===== src/rtl/store_size_ctrl_pkg.sv =====
// store_size_ctrl_pkg: size codes and sequencer state encoding shared by the store path.
package store_size_ctrl_pkg;
  localparam logic [1:0] SZ_WORD = 2'b00;
  localparam logic [1:0] SZ_HALF = 2'b01;
  localparam logic [1:0] SZ_BYTE = 2'b10;
  localparam logic [1:0] SZ_RSVD = 2'b11;
  typedef enum logic [2:0] {IDLE, READ, WAIT, WRITE, ERR} state_t;
endpackage


===== src/rtl/store_size_ctrl_if.sv =====
// store_size_ctrl_if: request handshake and data-memory strobes of the store sequencer.
interface store_size_ctrl_if #(parameter int ADDR_W = 32);
  logic              st_req;
  logic [1:0]        st_size;
  logic [ADDR_W-1:0] st_addr;
  logic [31:0]       st_data;
  logic              st_ready;
  logic              st_done;
  logic              st_err;
  logic [ADDR_W-1:0] mem_addr;
  logic              mem_rd;
  logic              mem_wr;
  logic [31:0]       mem_rdata;
  logic [31:0]       mem_wdata;
  logic [1:0]        ssize_ctrl;
  modport master (
    output st_req, st_size, st_addr, st_data, mem_rdata,
    input  st_ready, st_done, st_err, mem_addr, mem_rd, mem_wr, mem_wdata, ssize_ctrl
  );
  modport slave (
    input  st_req, st_size, st_addr, st_data, mem_rdata,
    output st_ready, st_done, st_err, mem_addr, mem_rd, mem_wr, mem_wdata, ssize_ctrl
  );
endinterface


===== src/rtl/store_size_ctrl_merge.sv =====
// store_size_ctrl_merge: SizeStore merge of register B into the memory word read back (MDR).
module store_size_ctrl_merge
  import store_size_ctrl_pkg::*;
(
  input  logic [31:0] i_mdr,
  input  logic [31:0] i_b,
  input  logic [1:0]  i_sel,
  output logic [31:0] o_wdata
);
  always_comb begin
    o_wdata = (i_sel == SZ_HALF) ? {i_mdr[31:16], i_b[15:0]} :
              (i_sel == SZ_BYTE) ? {i_mdr[31:8], i_b[7:0]} : i_b;
  end
endmodule


===== src/rtl/store_size_ctrl.sv =====
// store_size_ctrl: multicycle sw/sh/sb sequencer; halfword/byte stores do read-modify-write.
// Define STORE_ALIGN_CHECK_EN to reject misaligned word/halfword requests with st_err.
module store_size_ctrl
  import store_size_ctrl_pkg::*;
#(
  parameter int READ_LAT = 2,
  parameter int ADDR_W   = 32
) (
  input logic clk,
  input logic reset_n,
  store_size_ctrl_if.slave bus
);
`ifdef STORE_ALIGN_CHECK_EN
  localparam bit ALIGN_CHK = 1'b1;
`else
  localparam bit ALIGN_CHK = 1'b0;
`endif
  state_t            r_state;
  logic              r_ready, r_done, r_err, r_rd, r_wr;
  logic [1:0]        r_size, r_ssize;
  logic [2:0]        r_cnt;
  logic [ADDR_W-1:0] r_mem_addr;
  logic [31:0]       r_b, r_mdr;
  logic              w_bad;
  logic [ADDR_W-1:0] w_word_addr;
  assign w_word_addr = {bus.st_addr[ADDR_W-1:2], 2'b00};
  assign w_bad = (bus.st_size == SZ_RSVD) ||
                 (ALIGN_CHK && bus.st_size == SZ_HALF && bus.st_addr[0]) ||
                 (ALIGN_CHK && bus.st_size == SZ_WORD && bus.st_addr[1:0] != 2'b00);
  // Every output is a register; strobes default low so each asserts for exactly one cycle.
  always_ff @(posedge clk) begin
    if (!reset_n) begin
      r_state    <= IDLE;
      r_ready    <= 1'b1;
      r_done     <= 1'b0;
      r_err      <= 1'b0;
      r_rd       <= 1'b0;
      r_wr       <= 1'b0;
      r_ssize    <= SZ_WORD;
      r_size     <= SZ_WORD;
      r_cnt      <= '0;
      r_mem_addr <= '0;
      r_b        <= '0;
      r_mdr      <= '0;
    end else begin
      r_done  <= 1'b0;
      r_err   <= 1'b0;
      r_rd    <= 1'b0;
      r_wr    <= 1'b0;
      r_ssize <= SZ_WORD;
      case (r_state)
        IDLE: if (bus.st_req) begin
          r_ready    <= 1'b0;
          r_size     <= bus.st_size;
          r_b        <= bus.st_data;
          r_mem_addr <= w_word_addr;
          if (w_bad) begin
            r_state <= ERR;
            r_err   <= 1'b1;
          end else if (bus.st_size == SZ_WORD) begin
            r_state <= WRITE;
            r_wr    <= 1'b1;
            r_done  <= 1'b1;
          end else begin
            r_state <= READ;
            r_rd    <= 1'b1;
          end
        end
        READ: begin
          r_state <= WAIT;
          r_cnt   <= 3'(READ_LAT - 1);
        end
        WAIT: if (r_cnt == 3'd0) begin
          r_mdr   <= bus.mem_rdata;
          r_state <= WRITE;
          r_wr    <= 1'b1;
          r_done  <= 1'b1;
          r_ssize <= r_size;
        end else begin
          r_cnt <= r_cnt - 3'd1;
        end
        default: begin
          r_state <= IDLE;
          r_ready <= 1'b1;
        end
      endcase
    end
  end
  store_size_ctrl_merge u_merge (
    .i_mdr   (r_mdr),
    .i_b     (r_b),
    .i_sel   (r_ssize),
    .o_wdata (bus.mem_wdata)
  );
  assign bus.st_ready   = r_ready;
  assign bus.st_done    = r_done;
  assign bus.st_err     = r_err;
  assign bus.mem_rd     = r_rd;
  assign bus.mem_wr     = r_wr;
  assign bus.mem_addr   = r_mem_addr;
  assign bus.ssize_ctrl = r_ssize;
endmodule


===== src/flat_wrapper.sv =====
// flat-port wrapper written by rule: the top's interface ports become plain ports
module store_size_ctrl_flat import store_size_ctrl_pkg::*;
#(
  parameter int READ_LAT = 2,
  parameter int ADDR_W   = 32
)
  (clk, reset_n, bus_st_req, bus_st_size, bus_st_addr, bus_st_data, bus_mem_rdata, bus_st_ready, bus_st_done, bus_st_err, bus_mem_addr, bus_mem_rd, bus_mem_wr, bus_mem_wdata, bus_ssize_ctrl);
  store_size_ctrl_if #(.ADDR_W(ADDR_W)) bus_i ();
  input logic clk;
  input logic reset_n;
  input wire logic [$bits(bus_i.st_req)-1:0] bus_st_req;
  input wire logic [$bits(bus_i.st_size)-1:0] bus_st_size;
  input wire logic [$bits(bus_i.st_addr)-1:0] bus_st_addr;
  input wire logic [$bits(bus_i.st_data)-1:0] bus_st_data;
  input wire logic [$bits(bus_i.mem_rdata)-1:0] bus_mem_rdata;
  output wire logic [$bits(bus_i.st_ready)-1:0] bus_st_ready;
  output wire logic [$bits(bus_i.st_done)-1:0] bus_st_done;
  output wire logic [$bits(bus_i.st_err)-1:0] bus_st_err;
  output wire logic [$bits(bus_i.mem_addr)-1:0] bus_mem_addr;
  output wire logic [$bits(bus_i.mem_rd)-1:0] bus_mem_rd;
  output wire logic [$bits(bus_i.mem_wr)-1:0] bus_mem_wr;
  output wire logic [$bits(bus_i.mem_wdata)-1:0] bus_mem_wdata;
  output wire logic [$bits(bus_i.ssize_ctrl)-1:0] bus_ssize_ctrl;
  assign bus_i.st_req = bus_st_req;
  assign bus_i.st_size = bus_st_size;
  assign bus_i.st_addr = bus_st_addr;
  assign bus_i.st_data = bus_st_data;
  assign bus_i.mem_rdata = bus_mem_rdata;
  assign bus_st_ready = bus_i.st_ready;
  assign bus_st_done = bus_i.st_done;
  assign bus_st_err = bus_i.st_err;
  assign bus_mem_addr = bus_i.mem_addr;
  assign bus_mem_rd = bus_i.mem_rd;
  assign bus_mem_wr = bus_i.mem_wr;
  assign bus_mem_wdata = bus_i.mem_wdata;
  assign bus_ssize_ctrl = bus_i.ssize_ctrl;
  store_size_ctrl #(.READ_LAT(READ_LAT), .ADDR_W(ADDR_W)) u_core (.clk(clk), .reset_n(reset_n), .bus(bus_i));
endmodule

===== config.mk =====
export PLATFORM = sky130hd
export DESIGN_NAME = store_size_ctrl_flat
export DESIGN_NICKNAME = d
export VERILOG_FILES = /design/src/rtl/store_size_ctrl_pkg.sv /design/src/rtl/store_size_ctrl_if.sv /design/src/rtl/store_size_ctrl_merge.sv /design/src/rtl/store_size_ctrl.sv /design/src/flat_wrapper.sv
export SDC_FILE = /design/constraint.sdc
export NUM_CORES = 1
export LEC_CHECK = 0
export ABC_CLOCK_PERIOD_IN_PS = 5300
export BUFFER_PORTS_ARGS = -buffer_cell sky130_fd_sc_hd__clkbuf_2
export CORE_MARGIN = 10
export CORE_UTILIZATION = 52
export CTS_BUF_LIST = sky130_fd_sc_hd__clkbuf_8 sky130_fd_sc_hd__clkbuf_16
export DETAILED_ROUTE_END_ITERATION = 10
export PLACE_DENSITY = 0.84
export SYNTH_ARGS = -nofsm -noshare
export SYNTH_HDL_FRONTEND = slang
export SYNTH_HIERARCHICAL = 1
export SYNTH_SLANG_ARGS = --single-unit

===== constraint.sdc =====
create_clock -name clk -period 5.3 [get_ports clk]
set_clock_uncertainty 0.05 [all_clocks]
set_input_delay 0.265 -clock clk [delete_from_list [all_inputs] [get_ports clk]]
set_output_delay 0.265 -clock clk [all_outputs]
set_load 0.005 [all_outputs]

==> impl_metrics.tcl, run 1 <==
set metrics [dict create \
    status "completed" \
    antenna_found_initial 0 \
    die_h_um 108 \
    rrSetupSlack_ns 2.85 \
    crit_slowest_cell "nor4b_4" \
    layout-drive-gt1-share_pct 33.8 \
    cts_resized 0 \
    die_w_um 108 \
    clock_sinks 100 \
    r2r-start "u_core/r_state[1]$_SDFFE_PN0P_" \
    syn_to_final_growth_pct 22.2 \
    min_from "bus_mem_rdata[21]" \
    hold_viol_final 0 \
    grt-ovfl-total 0 \
    rsz0062_at_grt "no" \
    clockBufferDepth 2 \
    viasPerCell 5.00 \
    pin_count 172 \
    gr-usage-met2_pct 30.1 \
    cts_hold_buf 0 \
    startpoint_type "flop" \
    grt_first_pass_wirelength_um 17400 \
    critical_path_class "reg2reg" \
    postRouteWirelength_um 10500 \
    start_util_pct 54.1 \
    drc_errors 0 \
    clkLatencyLatePin_ns 0.34 \
    cts-root-buf "clkbuf_8" \
    drt_pass1_iterations 7 \
    period_minus_slack_ns 2.45 \
    syn-instance-count 481 \
    yosysWarnings 6 \
    syn_avg_cell_area_um2 8.29 \
    fin_nets 712 \
    drt-initial-drc-count 177 \
    max-vdd-ir-drop_mv 0.193 \
    dr_total_vias 3558 \
    slowest_delay_ns 0.98 \
    top_usage_layer "met2" \
    cp.buffers_inverters 1 \
    cts_buffers 9 \
    path_clk_slew_ns 0.10 \
    grt_start_max_net_pins 62 \
    cap_violations 0 \
    cp-end-kind "flop" \
    cp_data_arrival_time_ns 2.66 \
    num_rows 31 \
    syn_area_mm2 0.00399 \
    grtUsageTotal_pct 18.1 \
    setup.worst_path.start "u_core/r_state[1]$_SDFFE_PN0P_" \
    cts_tree "built" \
    cts_htree_levels 3 \
    first_global_vias 3729 \
    grtUsageMet3_pct 8.86 \
    core_mm2 0.00737 \
    portBuffers 159 \
    antenna_cells 0 \
    post_cts_buffers 0 \
    hold_path_class "in2reg" \
    path_cells "nor4b_4 -> buf_4 -> nand2_1 -> a21oi_1" \
    cellLeakagePower_nw 2.20 \
    met1_usage_pct 19.9 \
    p_per_area_mw_per_mm2 339 \
    routedWlPerCell_um 14.8 \
    max-slew-margin-rel_pct 26.5 \
    path_max_fanout 44 \
    min_period_over_period_pct 46.2 \
    tns_ns 0 \
    post-route-util_pct 66.1 \
    required_ns 5.51 \
    gp_congestion 0.770 \
    crit_family "simple AND/OR/NAND/NOR gates" \
    clock.fmax_mhz 408 \
    dp_hpwl_um 7950 \
    drtAntennaViolNets 0 \
    finalSetupViolations 0 \
    tightest_slew_ns 1.10 \
    slew_violations 0 \
    dieArea_mm2 0.0116 \
]
==> per-stage QoR <==
stage               hold WS [ns]  power, mW  setup slack (ns)  cells  cell area [um2]
global route              0.0566       1.75              2.56    712             4870
floorplan                  0.348       1.06              3.58    482             3990
global placement           0.389       1.15              2.84    697             4660
CTS                       0.0646       1.68              2.81    712             4870
finish                    0.0793       1.65              2.85    712             4870
detailed placement         0.393       1.16              2.82    697             4660
==> where the power goes <==
group,internal (mW),switching (mW),total [mW]
logic,0.126,0.163,0.289
clock network,0.265,0.247,0.512
registers,0.814,0.0374,0.851
==> tightest hold or removal path: stages <==
cell and delay, ns:
clkbuf_2 0.08, nand2_1 0.04, a21oi_1 0.05
==> cell type report <==
| type | instances | area [um2] |
|---|---|---|
| fillers | 668 | 2500 |
| flip-flops and latches | 100 | 2000 |
| multi-input cells | 330 | 1690 |
| repair buffers | 163 | 826 |
| clock buffers | 9 | 124 |
| well taps | 99 | 124 |
| clock inverters | 6 | 88.8 |
| inverters | 5 | 18.8 |
==> sequential cells by signal, indices dropped and copies added (netlist names) <==
signal	cells
u_core/r_b	32
u_core/bus.mem_addr	30
u_core/r_mdr	24
u_core/r_cnt	3
u_core/r_state	3
u_core/bus.ssize_ctrl	2
u_core/r_size	2
u_core/bus.mem_rd	1
u_core/bus.mem_wr	1
u_core/bus.st_err	1
u_core/bus.st_ready	1
==> layout by cell type, fill, tap and decap left out, types with 2 or more instances in the layout <==
cell type / count
bufinv_16: 2
ha_1: 2
a21oi_1: 92
inv_1: 5
clkbuf_8: 9
inv_6: 2
buf_4: 4
mux2_2: 24
nor3_1: 2
nand2_1: 178
nand2b_1: 2
dfxtp_1: 100
and3_1: 2
conb_1: 2
nor2_1: 6
clkbuf_2: 159
o32ai_1: 2
==> final timing paths <==
| path | end | cells past startpoint |
|---|---|---|
| max | u_core/r_b[16]$_SDFFE_PN0P_ | 4 |
| min | u_core/r_mdr[21]$_SDFFE_PN0P_ | 3 |
| max reg2reg | u_core/r_b[16]$_SDFFE_PN0P_ | 4 |
| min reg2reg | u_core/r_mdr[31]$_SDFFE_PN0P_ | 2 |
==> layer usage <==
layer	share of wire (%)	routed length, um
met3	11	1180
met2	47	4960
met4	1.2	127
met5	0	0
met1	41	4280
(Power assumes the default switching activity.)
==> run 2: changes to the inputs <==
--- a/config.mk
+++ b/config.mk
@@ -5,13 +5,13 @@
 export SDC_FILE = /design/constraint.sdc
 export NUM_CORES = 1
 export LEC_CHECK = 0
-export ABC_CLOCK_PERIOD_IN_PS = 5300
+export ABC_CLOCK_PERIOD_IN_PS = 2090
 export BUFFER_PORTS_ARGS = -buffer_cell sky130_fd_sc_hd__clkbuf_2
 export CORE_MARGIN = 10
-export CORE_UTILIZATION = 52
+export CORE_UTILIZATION = 44
 export CTS_BUF_LIST = sky130_fd_sc_hd__clkbuf_8 sky130_fd_sc_hd__clkbuf_16
 export DETAILED_ROUTE_END_ITERATION = 10
-export PLACE_DENSITY = 0.84
+export PLACE_DENSITY = 0.76
 export SYNTH_ARGS = -nofsm -noshare
 export SYNTH_HDL_FRONTEND = slang
 export SYNTH_HIERARCHICAL = 1
==> constraint.sdc (replaced) <==
create_clock -name clk -period 2.09 [get_ports clk]
set_clock_uncertainty 0.05 [all_clocks]
set_input_delay 0.1045 -clock clk [delete_from_list [all_inputs] [get_ports clk]]
set_output_delay 0.1045 -clock clk [all_outputs]
set_load 0.005 [all_outputs]
==> run 2 against run 1 <==
  * Fmax grew 30%
  * Global-route usage increased by 1.0 points
  * Via count is 13% higher
  * Die area rose by 15%
  * Critical endpoint is now u_core/r_cnt[2]$_SDFFE_PN0P_
==> impl_metrics.tcl, run 2 (same netlist as run 1, synthesis figures left out) <==
set metrics [dict create \
    antenna_found_initial 2 \
    max-vdd-ir-drop_mv 0.386 \
    pin_count 172 \
    cap_violations 0 \
    dp_slack_ns 0.236 \
    clkLatencyLatePin_ns 0.35 \
    clock.fmax_mhz 533 \
    viasPerCell 4.89 \
    grtUsageTotal_pct 19.1 \
    die_h_um 115 \
    tightest_slew_ns 0.605 \
    dieArea_mm2 0.0133 \
    required_ns 2.29 \
    dp_hpwl_um 7890 \
    cp-end-kind "flop" \
    core_mm2 0.00876 \
    cts_tree "built" \
    layout-drive-gt1-share_pct 30.5 \
    die_w_um 115 \
    path_max_fanout 6 \
    postRouteWirelength_um 12700 \
    clockBufferDepth 2 \
    startpoint_type "flop" \
    grt_first_pass_wirelength_um 20900 \
    first_global_vias 4206 \
    gp_congestion 0.818 \
    critical_path_class "reg2reg" \
    report.power.total_mw 4.39 \
    timing.final.ws_setup_ns 0.212 \
    cts_htree_levels 3 \
    dr_total_vias 4014 \
    routedWlPerCell_um 15.4 \
    largest-register "u_core/r_b" \
    syn_to_final_growth_pct 47.1 \
    tns_ns 0 \
    drt-initial-drc-count 255 \
    rsz0062_at_grt "no" \
    clock_sinks 100 \
    cts-root-buf "clkbuf_8" \
    drt_pass1_iterations 4 \
    cts_buffers 9 \
    start_util_pct 45.5 \
    path_clk_slew_ns 0.10 \
    drc_errors 0 \
    period_minus_slack_ns 1.88 \
    cellLeakagePower_nw 2.62 \
    min_period_over_period_pct 89.9 \
    portBuffers 159 \
    stdcell_count 821 \
    slew_violations 0 \
    hold_path_class "in2reg" \
    dp_cells 714 \
    fin_nets 809 \
    post_cts_buffers 0 \
    finalSetupViolations 0 \
    hold_viol_final 0 \
    cp_data_arrival_time_ns 2.08 \
    grt-ovfl-total 0 \
    status "completed" \
    drtAntennaViolNets 0 \
    max-slew-margin-rel_pct 59.7 \
    largest_reg_flops 32 \
    p_per_area_mw_per_mm2 748 \
    final_cell_mix "nand2_1, clkbuf_2, dfxtp_1, a21oi_1, dlygate4sd3_1" \
    grt_start_max_net_pins 59 \
    num_rows 34 \
    final_common_cell "nand2_1" \
]
-- run 2: changes by cell type in the layout (fill, tap and decap cells not counted), sizes merged, moves of 2 or more --
cell         before  now
clkbuf          168  170
diode             0    2
dlygate4sd3       0   89
buf               4   12
-- run 2: repair_timing --
action / 4_1_cts / 5_1_grt
hold buffers: 89 / 0
hold endpoints to repair: 89 / 0
resized for setup: 0 / 0
-- run 2: routing by layer --
layer	part of all wire, %	GRT usage (%)
met4	1.4	7.26
met5	0	0
met2	49	32.6
met3	10	7.14
met1	40	21.2
-- run 2: report_power, final --
| group | internal (mW) | switching [mW] |
|---|---|---|
| clock network | 0.635 | 0.676 |
| logic | 0.458 | 0.482 |
| registers | 2.06 | 0.0759 |
| total | 3.16 | 1.23 |
-- run 2: worst max-delay path: stages (launching register included) --
cell,delay [ns]
dfxtp_1,0.35
inv_1,0.06
ha_1,0.19
ha_1,0.25
or4b_1,0.51
or2_0,0.24
o32ai_1,0.13
-- run 2: metrics by stage --
step / util [%] / area (um2) / hold slack (ns)
finish: 67.0 / 5870 / 0.0845
global placement: 54.3 / 4760 / 0.277
CTS: 66.9 / 5860 / 0.0713
floorplan: - / 3990 / 0.188
global route: 67.0 / 5870 / 0.104
detailed placement: 54.3 / 4760 / 0.284
-- run 2: final cells by class --
| class | count | area [um2] |
|---|---|---|
| Antenna cell | 2 | 5.00 |
| Clock buffer | 11 | 151 |
| Clock inverter | 5 | 65.1 |
| Fill cell | 679 | 2890 |
| Inverter | 5 | 18.8 |
| Multi-Input combinational cell | 330 | 1690 |
| Sequential cell | 100 | 2000 |
| Tap cell | 108 | 135 |
| Timing Repair Buffer | 260 | 1800 |
-- run 2: worst paths after layout --
| path | start | to | slack [ns] | cells after the start |
|---|---|---|---|---|
| worst max register to register | u_core/r_cnt[0]$_SDFFE_PN0P_ | u_core/r_cnt[2]$_SDFFE_PN0P_ | 0.21 | 6 |
| worst max-delay path | u_core/r_cnt[0]$_SDFFE_PN0P_ | u_core/r_cnt[2]$_SDFFE_PN0P_ | 0.21 | 6 |
| worst min-delay path | bus_st_req | u_core/bus.st_ready$_SDFFE_PN1P_ | 0.08 | 3 |
| worst min register to register | u_core/r_size[1]$_SDFFE_PN0P_ | u_core/r_size[1]$_SDFFE_PN0P_ | 0.41 | 2 |
==> run 3: changes to the inputs <==
--- a/config.mk
+++ b/config.mk
@@ -11,7 +11,7 @@
 export CORE_UTILIZATION = 44
 export CTS_BUF_LIST = sky130_fd_sc_hd__clkbuf_8 sky130_fd_sc_hd__clkbuf_16
 export DETAILED_ROUTE_END_ITERATION = 10
-export PLACE_DENSITY = 0.76
+export PLACE_DENSITY_LB_ADDON = 0.3
 export SYNTH_ARGS = -nofsm -noshare
 export SYNTH_HDL_FRONTEND = slang
 export SYNTH_HIERARCHICAL = 1
==> run 3 against run 2 <==
  * Sequential share of layout area about the same
  * Global-route usage down 0.46 points
  * Sequential cell count unchanged
  * Combinational power about the same
  * Via count down 1.3%
  * Critical endpoint unchanged
==> impl_metrics.tcl, run 3 (same netlist as run 1, synthesis figures left out) <==
set metrics [dict create \
    grtUsageTotal_pct 18.7 \
    endpoint "u_core/r_cnt[2]$_SDFFE_PN0P_" \
    routedWlPerCell_um 15.6 \
    hold_path_class "in2reg" \
    final_common_cell "nand2_1" \
    max-slew-margin-rel_pct 58.3 \
    hold_ws_ns 0.0813 \
    clock.fmax_mhz 517 \
    clkLatencyLatePin_ns 0.35 \
    layout-drive-gt1-share_pct 30.3 \
    cts_tree "built" \
    hold_viol_final 0 \
    period_minus_slack_ns 1.93 \
    p_per_area_mw_per_mm2 739 \
    portBuffers 159 \
    cp-end-kind "flop" \
    num_rows 34 \
    die_h_um 115 \
    grt_first_pass_wirelength_um 20500 \
    max-vdd-ir-drop_mv 0.387 \
    path_max_fanout 6 \
    startpoint_type "flop" \
    finalSetupViolations 0 \
    stdcell_count 819 \
    critical_path_class "reg2reg" \
    gp_congestion 0.782 \
    cellLeakagePower_nw 2.61 \
    dp_cells 714 \
    report.power.total_mw 4.34 \
    cts_resized 0 \
    cts_buffers 9 \
    largest-register "u_core/r_b" \
    syn_to_final_growth_pct 47.0 \
    rrSetupSlack_ns 0.16 \
    post-route-util_pct 66.9 \
    tns_ns 0 \
    setup.worst_path.start "u_core/r_cnt[0]$_SDFFE_PN0P_" \
    antenna_found_initial 1 \
    viasPerCell 4.84 \
    drc_errors 0 \
    dp_hpwl_um 8040 \
    tightest_slew_ns 0.624 \
    pin_count 172 \
    drt-initial-drc-count 283 \
    min_period_over_period_pct 92.5 \
    reg2reg_to "u_core/r_cnt[2]$_SDFFE_PN0P_" \
    fill_cells 696 \
    start_util_pct 45.5 \
    required_ns 2.28 \
    grt-ovfl-total 0 \
    core_mm2 0.00876 \
    first_global_vias 4010 \
    drtAntennaViolNets 0 \
    dieArea_mm2 0.0133 \
    die_w_um 115 \
    dr_total_vias 3961 \
    grt_start_max_net_pins 47 \
    cp_data_arrival_time_ns 2.12 \
    cts_htree_levels 3 \
    rsz0062_at_grt "no" \
    status "completed" \
    path_clk_slew_ns 0.10 \
    multi_input_area_mm2 0.00169 \
    reg2regPathDepth 6 \
    clock_sinks 100 \
    seq_area_mm2 0.00200 \
    slew_violations 0 \
    clockBufferDepth 2 \
    fin_nets 809 \
    postRouteWirelength_um 12800 \
    final_cell_mix "nand2_1, clkbuf_2, dfxtp_1, a21oi_1, dlygate4sd3_1" \
    cts-root-buf "clkbuf_8" \
    r2r-start "u_core/r_cnt[0]$_SDFFE_PN0P_" \
    drt_pass1_iterations 5 \
    cap_violations 0 \
    largest_reg_flops 32 \
]
## run 3: worst min-delay path by stage
stage          slack [ns]           start  cells after the start                               end
4_1_cts              0.06      bus_st_req                      3  u_core/bus.st_ready$_SDFFE_PN1P_
2_1_floorplan        0.19         reset_n                      1      u_core/r_cnt[0]$_SDFFE_PN0P_
6_report             0.08      bus_st_req                      3  u_core/bus.st_ready$_SDFFE_PN1P_
3_3_place_gp         0.28  bus_st_data[4]                      3        u_core/r_b[4]$_SDFFE_PN0P_
3_5_place_dp         0.28  bus_st_data[6]                      3        u_core/r_b[6]$_SDFFE_PN0P_
5_1_grt              0.11      bus_st_req                      3  u_core/bus.st_ready$_SDFFE_PN1P_
## run 3: layout make-up
| type | instances | area share (%) |
|---|---|---|
| diodes | 1 | 0.0427 |
| clock buffers | 11 | 2.58 |
| clock inverters | 4 | 0.853 |
| inverters | 5 | 0.320 |
| multi-input cells | 330 | 28.8 |
| flip-flops and latches | 100 | 34.1 |
| well taps | 108 | 2.30 |
| repair buffers | 260 | 30.9 |
## run 3: what timing repair did
item / CTS / global route
endpoints found under the hold margin: 90 / 0
hold buffers: 89 / 0
setup buffers: 0 / 0
## run 3: metrics by stage
step | instance area, um2 | setup slack [ns]
floorplan | 3990 | 0.368
global placement | 4770 | 0.295
detailed placement | 4770 | 0.192
CTS | 5860 | 0.167
global route | 5860 | 0.0105
finish | 5860 | 0.157
## run 3: power breakdown
group	switching [mW]	leakage, nW	internal [mW]
sequential	0.0781	0.818	2.06
combinational	0.485	1.69	0.456
clock	0.641	0.103	0.612
total	1.20	2.61	3.13
## run 3: critical path: stages, from the launching register on
cell	delay (ns)
dfxtp_1	0.36
inv_1	0.07
ha_1	0.20
ha_1	0.25
or4b_1	0.50
or2_0	0.25
o32ai_1	0.14
## run 3: routing by layer
| metal | vias to the layer above | wire, um | global-route usage, % |
|---|---|---|---|
| met4 | 0 | 139 | 5.45 |
| met5 | - | 0 | 0 |
| met1 | 1804 | 5220 | 21.9 |
| met3 | 13 | 1210 | 6.82 |
| li1 | 2001 | - | - |
| met2 | 143 | 6250 | 31.2 |
